$ cat config.mk
export PLATFORM = sky130hd
export DESIGN_NAME = rv32i_wb_queue
export DESIGN_NICKNAME = d
export VERILOG_FILES = /design/src/rtl/rv32i_wb_queue.sv
export SDC_FILE = /design/constraint.sdc
export NUM_CORES = 1
export LEC_CHECK = 0
export BUFFER_PORTS_ARGS = -buffer_cell sky130_fd_sc_hd__buf_2
export CORE_MARGIN = 1.5
export CORE_UTILIZATION = 40
export CTS_BUF_LIST = sky130_fd_sc_hd__clkbuf_4
export CTS_CLUSTER_SIZE = 28
export DETAILED_ROUTE_END_ITERATION = 7
export PLACE_DENSITY = 0.69
export REMOVE_ABC_BUFFERS = 1
export SLEW_MARGIN = 10
export SYNTH_ARGS = -nofsm -noshare
export SYNTH_HDL_FRONTEND = slang
export SYNTH_SLANG_ARGS = --single-unit
export TNS_END_PERCENT = 30
$ cat constraint.sdc
create_clock -name clk -period 6.04 [get_ports clk]
set_input_delay 0 -clock clk [delete_from_list [all_inputs] [get_ports clk]]
set_output_delay 0 -clock clk [all_outputs]
set_load 0.005 [all_outputs]
$ cat src/rtl/rv32i_wb_queue.sv
// rv32i_wb_queue: in-order register-file write-back FIFO with youngest-match lookup ports.
// Define WBQ_LOOKUP_EN to build the lookup comparators; otherwise lk_* outputs are tied to 0.
module rv32i_wb_queue #(
  parameter int NUM_OF_SETS    = 32,
  parameter int DATA_BUS_WIDTH = 32,
  parameter int DEPTH          = 4
) (
  input  logic                           clk,
  input  logic                           rst,
  input  logic                           in_valid,
  output logic                           in_ready,
  input  logic [$clog2(NUM_OF_SETS)-1:0] in_addr,
  input  logic [DATA_BUS_WIDTH-1:0]      in_data,
  input  logic                           rf_stall,
  output logic                           rf_wr_enable,
  output logic [$clog2(NUM_OF_SETS)-1:0] rf_wr_addr,
  output logic [DATA_BUS_WIDTH-1:0]      rf_wr_data,
  input  logic [$clog2(NUM_OF_SETS)-1:0] lk_addr_1,
  input  logic [$clog2(NUM_OF_SETS)-1:0] lk_addr_2,
  output logic                           lk_hit_1,
  output logic                           lk_hit_2,
  output logic [DATA_BUS_WIDTH-1:0]      lk_data_1,
  output logic [DATA_BUS_WIDTH-1:0]      lk_data_2,
  output logic [$clog2(DEPTH):0]         count,
  output logic                           empty,
  output logic                           full
);
  localparam int AW = $clog2(NUM_OF_SETS);
  localparam int PW = $clog2(DEPTH);
  localparam int CW = PW + 1;

  logic [DEPTH-1:0]          vld;
  logic [AW-1:0]             addr_q [DEPTH];
  logic [DATA_BUS_WIDTH-1:0] data_q [DEPTH];
  logic [PW-1:0]             head, tail;
  logic                      push, pop;

  assign empty        = count == '0;
  assign full         = count == CW'(DEPTH);
  assign in_ready     = !full;
  // Writes to x0 complete the handshake but are dropped here.
  assign push         = in_valid && in_ready && in_addr != '0;
  assign pop          = rf_wr_enable;
  assign rf_wr_enable = !empty && !rf_stall;
  assign rf_wr_addr   = empty ? '0 : addr_q[head];
  assign rf_wr_data   = empty ? '0 : data_q[head];

  always_ff @(posedge clk or posedge rst) begin
    if (rst) begin
      vld   <= '0;
      head  <= '0;
      tail  <= '0;
      count <= '0;
      for (int i = 0; i < DEPTH; i++) begin
        addr_q[i] <= '0;
        data_q[i] <= '0;
      end
    end else begin
      if (pop) begin
        vld[head] <= 1'b0;
        head      <= head + 1'b1;
      end
      if (push) begin
        vld[tail]    <= 1'b1;
        addr_q[tail] <= in_addr;
        data_q[tail] <= in_data;
        tail         <= tail + 1'b1;
      end
      count <= count + CW'(push) - CW'(pop);
    end
  end

`ifdef WBQ_LOOKUP_EN
  // Walk oldest to youngest from head so the last match seen is the youngest, wrap included.
  always_comb begin
    lk_hit_1  = 1'b0;
    lk_hit_2  = 1'b0;
    lk_data_1 = '0;
    lk_data_2 = '0;
    for (int i = 0; i < DEPTH; i++) begin
      if (vld[PW'(head + PW'(i))] && lk_addr_1 != '0 && addr_q[PW'(head + PW'(i))] == lk_addr_1) begin
        lk_hit_1  = 1'b1;
        lk_data_1 = data_q[PW'(head + PW'(i))];
      end
      if (vld[PW'(head + PW'(i))] && lk_addr_2 != '0 && addr_q[PW'(head + PW'(i))] == lk_addr_2) begin
        lk_hit_2  = 1'b1;
        lk_data_2 = data_q[PW'(head + PW'(i))];
      end
    end
  end
`else
  wire unused_lk = ^{lk_addr_1, lk_addr_2};
  assign lk_hit_1  = 1'b0;
  assign lk_hit_2  = 1'b0;
  assign lk_data_1 = '0;
  assign lk_data_2 = '0;
`endif
endmodule

# ---- After elaboration in Yosys (flattened, before gate mapping)
# Index checks and enable logic that the tools add are counted.
dict set report totals {
  ff_bits 155
  input_bits 51
  output_inout_bits 110
  elab_cells 44
}
dict set report op_classes {
  add_sub_neg 4
  order_cmp 3
  eq_ne 1
  muxes 14
  bitwise_logic 2
  n_reduce_logical 9
}
# cell n
set op_table {}
lappend op_table {{bitwise mux 128 bit} 1}
lappend op_table {{2-to-1 mux 32 bit} 4}
lappend op_table {{binary-select mux 32 bit (select 2 bit)} 1}
lappend op_table {{demux 32 bit (select 2 bit)} 1}
lappend op_table {{bitwise mux 20 bit} 1}
lappend op_table {{2-to-1 mux 5 bit} 4}
lappend op_table {{binary-select mux 5 bit (select 2 bit)} 1}
lappend op_table {{demux 5 bit (select 2 bit)} 1}
lappend op_table {{greater-or-equal comparator 3 bit, second input constant} 2}
lappend op_table {{NOT 2 -> 3 bit} 2}
lappend op_table {{nonzero test 5 bit} 1}
lappend op_table {{adder 2 x 1 -> 2 bit, second input constant} 2}
lappend op_table {{logical AND 1 bit} 4}
lappend op_table {{adder 3 x 1 -> 3 bit} 1}
lappend op_table {{equality test 3 bit, second input constant} 1}
lappend op_table {{logical NOT 1 bit} 3}
lappend op_table {{logical NOT 3 bit} 1}
lappend op_table {{< comparator 3 x 1 -> 1 bit, second input constant} 1}
lappend op_table {{subtractor 3 x 1 -> 3 bit} 1}

# ---- Depth between registers and ports, before layout
# Gate-level depths: netlist of the first run.
dict set report logic_depth {
  depth_word 6
  mapped_depth 11
}

# ---- Worst setup path after synthesis of the first run
# OpenSTA, ideal clock, no wires.
dict set report synth_path {
  path_kind {reg2reg}
  startpoint {register count[1]}
  endpoint {register count[2]}
  setup_ns 0.127
  t_arrival_ns 2.316
  slack_ns 3.597
  path_stages_with_launch 11
  path_cell_list {dfrtp_1 nor3_1 clkbuf_1 nor2_1 ha_1 inv_1 ha_1 inv_1 fa_1 xnor2_1 xnor2_1}
}
dict set report synth_via {
  elab_cells_between_ends 9
  cone_classes {2 x add/sub; 1 x eq/ne; 6 x reduce/logical}
}
# element line
set synth_rtl {}
lappend synth_rtl {{start: declaration} 24} ;# output logic [$clog2(DEPTH):0] count,
lappend synth_rtl {{start signal: assignment} 69} ;# count <= count + CW'(push) - CW'(pop);
lappend synth_rtl {{logical NOT 3 bit} 38} ;# assign empty = count == '0;
lappend synth_rtl {{logical NOT 1 bit} 44} ;# assign rf_wr_enable = !empty && !rf_stall;
lappend synth_rtl {{logical AND 1 bit} 44}
lappend synth_rtl {{via rf_wr_enable} 15} ;# output logic rf_wr_enable,
lappend synth_rtl {{subtractor 3 x 1 -> 3 bit} 69}
# The timed path passes the listed nets, and every way through them passes these cells.
# A chain may end at the register's enable or synchronous reset.

# ---- Worst setup path after layout of the first run
dict set report layout_path {
  startpoint {register head[1]}
  endpoint {output rf_wr_data[18]}
}
dict set report layout_via {
  elab_chain_len 5
}
# element line
set layout_lines {}
lappend layout_lines {{start: declaration} 35} ;# logic [PW-1:0] head, tail;
lappend layout_lines {{start signal: assignment} 61} ;# head <= head + 1'b1;
lappend layout_lines {{NOT 2 -> 3 bit (implied by the code)} 46} ;# assign rf_wr_data = empty ? '0 : data_q[head];
lappend layout_lines {{binary-select mux 32 bit (select 2 bit)} 46}
lappend layout_lines {{2-to-1 mux 32 bit (implied by the code) (2 in a row)} 46}
lappend layout_lines {{2-to-1 mux 32 bit} 46}
lappend layout_lines {{end: declaration} 17} ;# output logic [DATA_BUS_WIDTH-1:0] rf_wr_data,
# No other way between the ends. The select of a mux whose other input is x is not followed.

==> summary.txt, run 1 <==
Yosys
  • Post-Syn Area: ~8100 um2
  • Yosys cell types: 26
  • Adder-cell area share of the yosys netlist: about 1.2%
  • Synth Area in Compound Gates: about 1.1%
  • Largest family of logic cells by synthesized area: multiplexers
  • Ranking of synthesized cells by area: dfrtp_1 (48%), mux2_4 (22%), mux4_2 (10%)
  • Mux contribution to synthesized area: 36.6%
  • Post-synth top area share: a little under half
  • Post-synthesis simple-gate area fraction: under 10%
  • Synth Area in XOR/XNOR: less than 1%
  • Sequential area share after synthesis: a little under half
  • Syn_area_per_cell: 16.0 um2
  • Largest area contributor in the netlist: dfrtp_1
  • Yosys reg bits: between 150 and 200
  • Syn Inst Count: roughly 510
  • Synthesis Warnings: 0

Floorplanning
  • I/O pins: roughly 160
  • Core area: approximately 20,000 um2
  • Starting density of the core: around two fifths
  • Die Y: between 100 and 150 um
  • Die ar.: ~21,000 um2
  • # rows: 51
  • Die Wd: roughly 150 um

Worst setup path
  • Crit path capture type: output port
  • Critical path required time: between 6 and 7 ns
  • R2R depth: 10
  • Critical R2R Launch: count[1]
  • Crit path DAT: ~2.7 ns
  • Crit start category: register
  • Crit Path Class: reg2out
  • R2R setup slack: between 3 and 4 ns
  • Worst reg2reg endpoint: count[2]
  • Crit path max fanout: 21

Power
  • Pwr per Cell Area: ~540 nW/um2
  • Worst vdd ir: 0.272 mV
  • Lkg Pwr: around 0.0042 uW

GRT
  • Met3 Use GR: 4.18%
  • Vias in the first global route: between 4,000 and 5,000
  • GRT busiest layer: met2
  • Initial antenna violation count: 0
  • Grt ovf: 0
  • Largest net degree at the start of global routing: between 80 and 90
  • Total track usage: 16.3%
  • First-pass GRT wire length: 27.0 mm
  • Met1 global-route usage: a little over a fifth
  • Met2 usage: 27.4%

Clock network
  • Clk sinks: about 160
  • TritonCTS Buffers: 17
  • CTS tree: built
  • Deepest clock path buffer count: 2
  • Worst-path clk slew: approximately 0.14 ns
  • Clock root buffer: clkbuf_4
  • Clock Latency Late Sink: around 0.53 ns
  • Post-CTS repair timing setup buffer count: 0
  • Htree depth: 4

STA
  • Post-route minimum period: between 2 and 3 ns
  • Maximum clock frequency: 0.372 GHz
  • Fin. Hold Viols: 0
  • Post-Route Setup TNS: 0 ns
  • RSZ-0062 raised after global routing: false
  • Relative slew slack: about a third
  • Final setup violation count: 0
  • Slew at the pin with the worst max-slew slack: between 0.9 and 1 ns
  • Final Slew Violations: 0
  • Final Cycle Share: between 40 and 50%
  • Clock Skew: roughly 0.016 ns

Cells and area
  • Fill cells: between 1,500 and 2,000
  • Share of layout cells above drive strength 1: around half
  • Antenna diodes: 0
  • Area Growth Syn to Fin: 13.5%
  • Post-route insts no fill: roughly 910
  • Final nets: between 600 and 700

Placement
  • Dpl cells: between 800 and 900
  • DP HPWL: about 10 mm
  • GPL Wtd Cong: about 0.71
  • I/O Buffers: between 80 and 90

Run
  • Max Cap Viol: 0

Routing
  • Routed Antenna Nets: 0
  • Detailed-route vias per instance: between 4 and 5
  • Via count: approximately 4,400
  • Routed Wire Length: roughly 16 mm
  • Post-route DRC: 0
  • Drt wl/cell: around 18 um
  • Initial DRC Count: between 100 and 150
  • Initial DRT Pass Iterations: 4

Hold path
  • Hold WC Path Type: in2async

Outcome
  • Outcome: complete, no violations
[worst max-delay path, stage by stage (launching register included)]
cell	delay, ns
dfrtp_2	0.76
buf_4	0.50
mux4_2	0.55
nor2b_1	0.16
buf_2	0.16
[cell usage in the layout (no fill, tap or decap), types with 6 or more instances in the layout]
| cell | synthesis | routed |
|---|---|---|
| dfrtp_1 | 155 | 153 |
| mux2_4 | 120 | 120 |
| buf_2 | 5 | 84 |
| conb_1 | 1 | 66 |
| dlygate4sd3_1 | 0 | 40 |
| mux4_2 | 37 | 37 |
| nor2b_1 | 37 | 37 |
| mux2_2 | 29 | 29 |
| clkbuf_4 | 0 | 17 |
| buf_4 | 66 | 12 |
| inv_1 | 7 | 6 |
| ha_1 | 6 | 6 |
[registers in the layout, summed over array words and instances, names as in the netlist]
register / count
count: 3
data_q: 128
head: 2
addr_q: 20
tail: 2
[Yosys cell counts]
| cell | count |
|---|---|
| dfrtp_1 | 155 |
| mux2_4 | 120 |
| buf_4 | 66 |
| mux4_2 | 37 |
| nor2b_1 | 37 |
| mux2_2 | 29 |
| buf_6 | 12 |
| inv_1 | 7 |
| ha_1 | 6 |
| buf_2 | 5 |
| a211oi_4 | 4 |
| clkbuf_1 | 4 |
| nand2_1 | 4 |
| buf_1 | 3 |
| xnor2_1 | 3 |
| nor2_1 | 2 |
| xor2_1 | 2 |
| a211o_2 | 1 |
| clkinv_1 | 1 |
| conb_1 | 1 |
| fa_1 | 1 |
| inv_2 | 1 |
| nand2_2 | 1 |
| nor3_1 | 1 |
| nor3b_1 | 1 |
| nor4_4 | 1 |
[area by class of cell]
| cell class | count | area (um2) | area share [%] |
|---|---|---|---|
| Sequential cell | 155 | 3880 | 42.3 |
| Multi-Input combinational cell | 316 | 3740 | 40.7 |
| Timing Repair Buffer | 136 | 911 | 9.93 |
| Tap cell | 265 | 332 | 3.61 |
| Clock inverter | 15 | 149 | 1.62 |
| Clock buffer | 17 | 128 | 1.39 |
| Inverter | 9 | 38.8 | 0.423 |
[where the power goes]
group	switching [uW]	internal, uW	total [uW]
sequential	372	1570	1940
combinational	845	1560	2410
clock	380	245	625
[how the worst max path moves through the flow]
stage,to,cells past startpoint,start
3_3_place_gp,count[2],10,count[1]
3_5_place_dp,count[2],10,count[1]
4_1_cts,rf_wr_data[18],4,head[1]
6_report,rf_wr_data[18],4,head[1]
2_1_floorplan,count[2],9,count[1]
5_1_grt,rf_wr_data[18],4,head[1]
[per-stage QoR]
step	instance area (um2)	power [uW]	setup slack [ns]	hold slack (ns)	util, %
after floorplan	7640	3660	1.78	0.0544	-
after global placement	8500	4270	3.41	0.138	43.2
after detailed placement	8500	4380	3.36	0.163	43.2
after CTS	9180	5050	3.22	0.0763	46.7
after global routing	9180	5300	3.12	0.0717	46.7
final	9180	4980	3.36	0.0824	46.7
[routing by layer]
metal  up-vias  wire (um)
li1       1917          -
met1      2334       7330
met2       133       8230
met3         7        657
met4         0         93
met5         -          0
[cell families after synthesis]
family,count (synthesis)
multiplexers,186
flip-flops,155
buffers and inverters,99
AND/OR/NAND/NOR,47
adder cells (fa/ha/maj),7
AO/OA/AOI/OAI,5
XOR/XNOR,5
other,1
[what timing repair did]
| item | CTS | global route |
|---|---|---|
| hold buffers | 40 | 0 |
| endpoints found under the hold margin | 227 | 0 |
| endpoints found under the setup margin | 0 | 0 |
| resized for setup | 0 | 0 |
Power figures use the tool's default switching activity.
==> inputs of run 2 (changes only) <==
==> constraint.sdc (replaced) <==
create_clock -name clk -period 2.68 [get_ports clk]
set_input_delay 0 -clock clk [delete_from_list [all_inputs] [get_ports clk]]
set_output_delay 0 -clock clk [all_outputs]
set_load 0.005 [all_outputs]
==> run 2 against run 1 <==
First-iteration DRC count decreased by 0.71%; largest cell class unchanged; clock skew increased by 0.0063 ns; register-to-register slack lost 3.1 ns; worst setup slack lost 3.1 ns; sequential share of layout area down 0.55 points.
==> summary.txt, run 2 (synthesis results as in run 1) <==
Outcome
  • Outcome: complete, no violations

Power
  • NetSw: 3620 uW (+130%)
  • Sw Ratio: 31.5% (-0.56 points)
  • Clock Power Share: 14.0% (+1.4 points)
  • Logic gate share of total power: 48.4% (about the same)
  • Lkg Pwr: 0.00426 uW (+1.4%)
  • Seq pwr share: 37.5% (-1.6 points)
  • Pwr per Cell Area: 1230 nW/um2 (+130%)
  • Worst vdd ir: 0.732 mV (+170%)
  • Internal power: 7850 uW (+130%)

Worst setup path
  • Crit Path Class: reg2reg
  • Crit path launch: count[1]
  • Slowest stage delay, CP: 0.48 ns (-0.28 ns)
  • Cells along the critical path: nor2_1 -> nand2_2 -> inv_2 -> a211o_2 -> ha_1 -> inv_1 -> ha_1 -> inv_1 -> fa_1 -> xnor2_1 -> xnor2_1
  • Crit path max fanout: 6 (-71%)
  • Critical path's slowest cell: dfrtp_1
  • Crit start category: register
  • Crit path capture type: register
  • R2R depth: 11 (+1)
  • Crit path DAT: 2.87 ns (+0.19 ns)
  • R2R setup slack: 0.29 ns (-3.08 ns)
  • Worst reg2reg endpoint: count[2]
  • Critical path required time: 3.16 ns (-2.88 ns)
  • Critical R2R Launch: count[1]

Routing
  • Initial DRT Pass Iterations: 6 (+2)
  • Detailed-route vias per instance: 4.74 (-1.4%)
  • Via count: 4,358 (-0.75%)
  • Initial DRC Count: 140 (-0.71%)
  • Routed Antenna Nets: 0 (unchanged)
  • Post-route DRC: 0 (unchanged)
  • Routed Wire Length: 16.3 mm (about the same)
  • Drt wl/cell: 17.7 um (-0.70%)

GRT
  • Initial antenna violation count: 0 (unchanged)
  • Grt ovf: 0 (unchanged)
  • Largest net degree at the start of global routing: 79 (-2.5%)
  • Total track usage: 16.4% (+0.095 points)
  • Vias in the first global route: 4,876 (-1.1%)
  • First-pass GRT wire length: 27.1 mm (+0.39%)

Cells and area
  • Share of layout cells above drive strength 1: 50.3% (+0.46 points)
  • Fill cells: 1,748 (-1.7%)
  • Most frequent cells in the layout: dfrtp_1 (153), mux2_4 (120), buf_2 (84), conb_1 (66), dlygate4sd3_1 (40)
  • Final Cell Area: 9300 um2 (+1.3%)
  • Most common cell after layout, fill and taps aside: dfrtp_1
  • Area Growth Syn to Fin: 15.0%
  • Register name with the most flops: data_q
  • Max reg flops: 128 (unchanged)
  • Biggest regs: data_q: 128 flops, addr_q: 20 flops, count: 3 flops
  • Antenna diodes: 0 (unchanged)
  • Final nets: 699 (+0.87%)

STA
  • Fin worst setup slack: 0.292 ns (-3.06 ns)
  • Slew at the pin with the worst max-slew slack: 0.709 ns (-0.287 ns)
  • Final Slew Violations: 0 (unchanged)
  • Final Cycle Share: roughly 89%
  • Post-Route Setup TNS: 0 ns (unchanged)
  • Relative slew slack: 52.7% (+19 points)
  • Post-route minimum period: around 2.4 ns
  • Clock Skew: 0.0224 ns (+0.00630 ns)
  • Fin. Hold Viols: 0 (unchanged)
  • Final setup violation count: 0 (unchanged)
  • Maximum clock frequency: 0.419 GHz
  • RSZ-0062 raised after global routing: false

Placement
  • GPL Wtd Cong: 0.740 (+3.7%)
  • I/O Buffers: 84 (unchanged)
  • DP HPWL: 10.6 mm (+3.6%)
  • Area after DPL: 8570 um2 (+0.82%)
  • Post-Place Worst Slack: 0.294 ns (-3.07 ns)

Clock network
  • Htree depth: 4 (unchanged)
  • Deepest clock path buffer count: 2 (unchanged)
  • TritonCTS Buffers: 17 (unchanged)
  • Clock root buffer: clkbuf_4
  • Clock Latency Late Sink: 0.56 ns (+0.03 ns)
  • Worst-path clk slew: 0.13 ns (about the same)
  • Clk sinks: 155 (unchanged)
  • Post-CTS repair timing setup buffer count: 0 (unchanged)
  • CTS tree: built

Floorplanning
  • I/O pins: 161 (unchanged)
  • Starting density of the core: 41.1% (unchanged)
  • Die ar.: 21,100 um2 (unchanged)
  • Die Y: 145 um (unchanged)
  • # rows: 51 (unchanged)
  • Die Wd: 145 um (unchanged)
  • Core area: 19,700 um2 (unchanged)

Run
  • Max Cap Viol: 0 (unchanged)

Hold path
  • Hold WC Path Type: in2async
[run 2: cell types whose count changed in the layout (fill, tap and decap cells not counted)]
cell       before  now
buf_4          12   16
buf_12          0    2
bufinv_16       2    4
clkinv_2        2    0
clkinv_4        4    5
inv_6           3    2
[run 2: worst max-delay path, delay by kind of cell, from the launching register on]
kind / cells / cell delay (ns)
adders and majority gates: 3 / 0.78
buffers and inverters: 3 / 0.21
and+or+nand+nor: 2 / 0.17
DFF: 1 / 0.48
AOI/OAI and AO/OA: 1 / 0.36
xor gates and xnor gates: 2 / 0.33
[run 2: layout make-up]
cell class / count / area (um2) / share of cell area (%)
Timing Repair Buffer: 142 / 981 / 10.6
Clock inverter: 15 / 199 / 2.14
Inverter: 9 / 38.8 / 0.417
Multi-Input combinational cell: 316 / 3740 / 40.2
Clock buffer: 17 / 128 / 1.37
Sequential cell: 155 / 3880 / 41.7
Tap cell: 265 / 332 / 3.57
[run 2: power groups by stage]
| stage | registers [uW] | clock network (uW) | logic, uW |
|---|---|---|---|
| floorplan | 4220 | 0 | 4040 |
| global placement | 4210 | 0 | 5480 |
| detailed placement | 4340 | 0 | 5600 |
| CTS | 4310 | 1660 | 5660 |
| global route | 4470 | 1760 | 6010 |
| finish | 4300 | 1610 | 5560 |
[run 2: through the flow]
stage / util, % / total power, uW / std cells / hold WS [ns]
floorplan: - / 8260 / 480 / 0.0544
global placement: 43.6 / 9690 / 847 / 0.158
detailed placement: 43.6 / 9930 / 847 / 0.188
CTS: 47.3 / 11600 / 919 / 0.0742
global route: 47.3 / 12200 / 919 / 0.118
finish: 47.3 / 11500 / 919 / 0.103
[run 2: layer usage]
layer	vias up	GRT usage (%)	routed length, um
met4	0	3.72	157
li1	1917	-	-
met1	2295	22.4	7360
met3	15	4.18	727
met2	131	26.2	8050
met5	-	0	0
[run 2: worst max path at each step]
stage                          end  slack [ns]
finish                    count[2]        0.29
global route              count[2]        0.12
global placement          count[2]        0.35
CTS                 rf_wr_data[27]        0.22
floorplan                 count[2]       -1.58
detailed placement        count[2]        0.29
[run 2: repair_timing]
| item | CTS | global route |
|---|---|---|
| resized for setup | 0 | 0 |
| endpoints found under the hold margin | 227 | 0 |
| hold buffers | 40 | 0 |
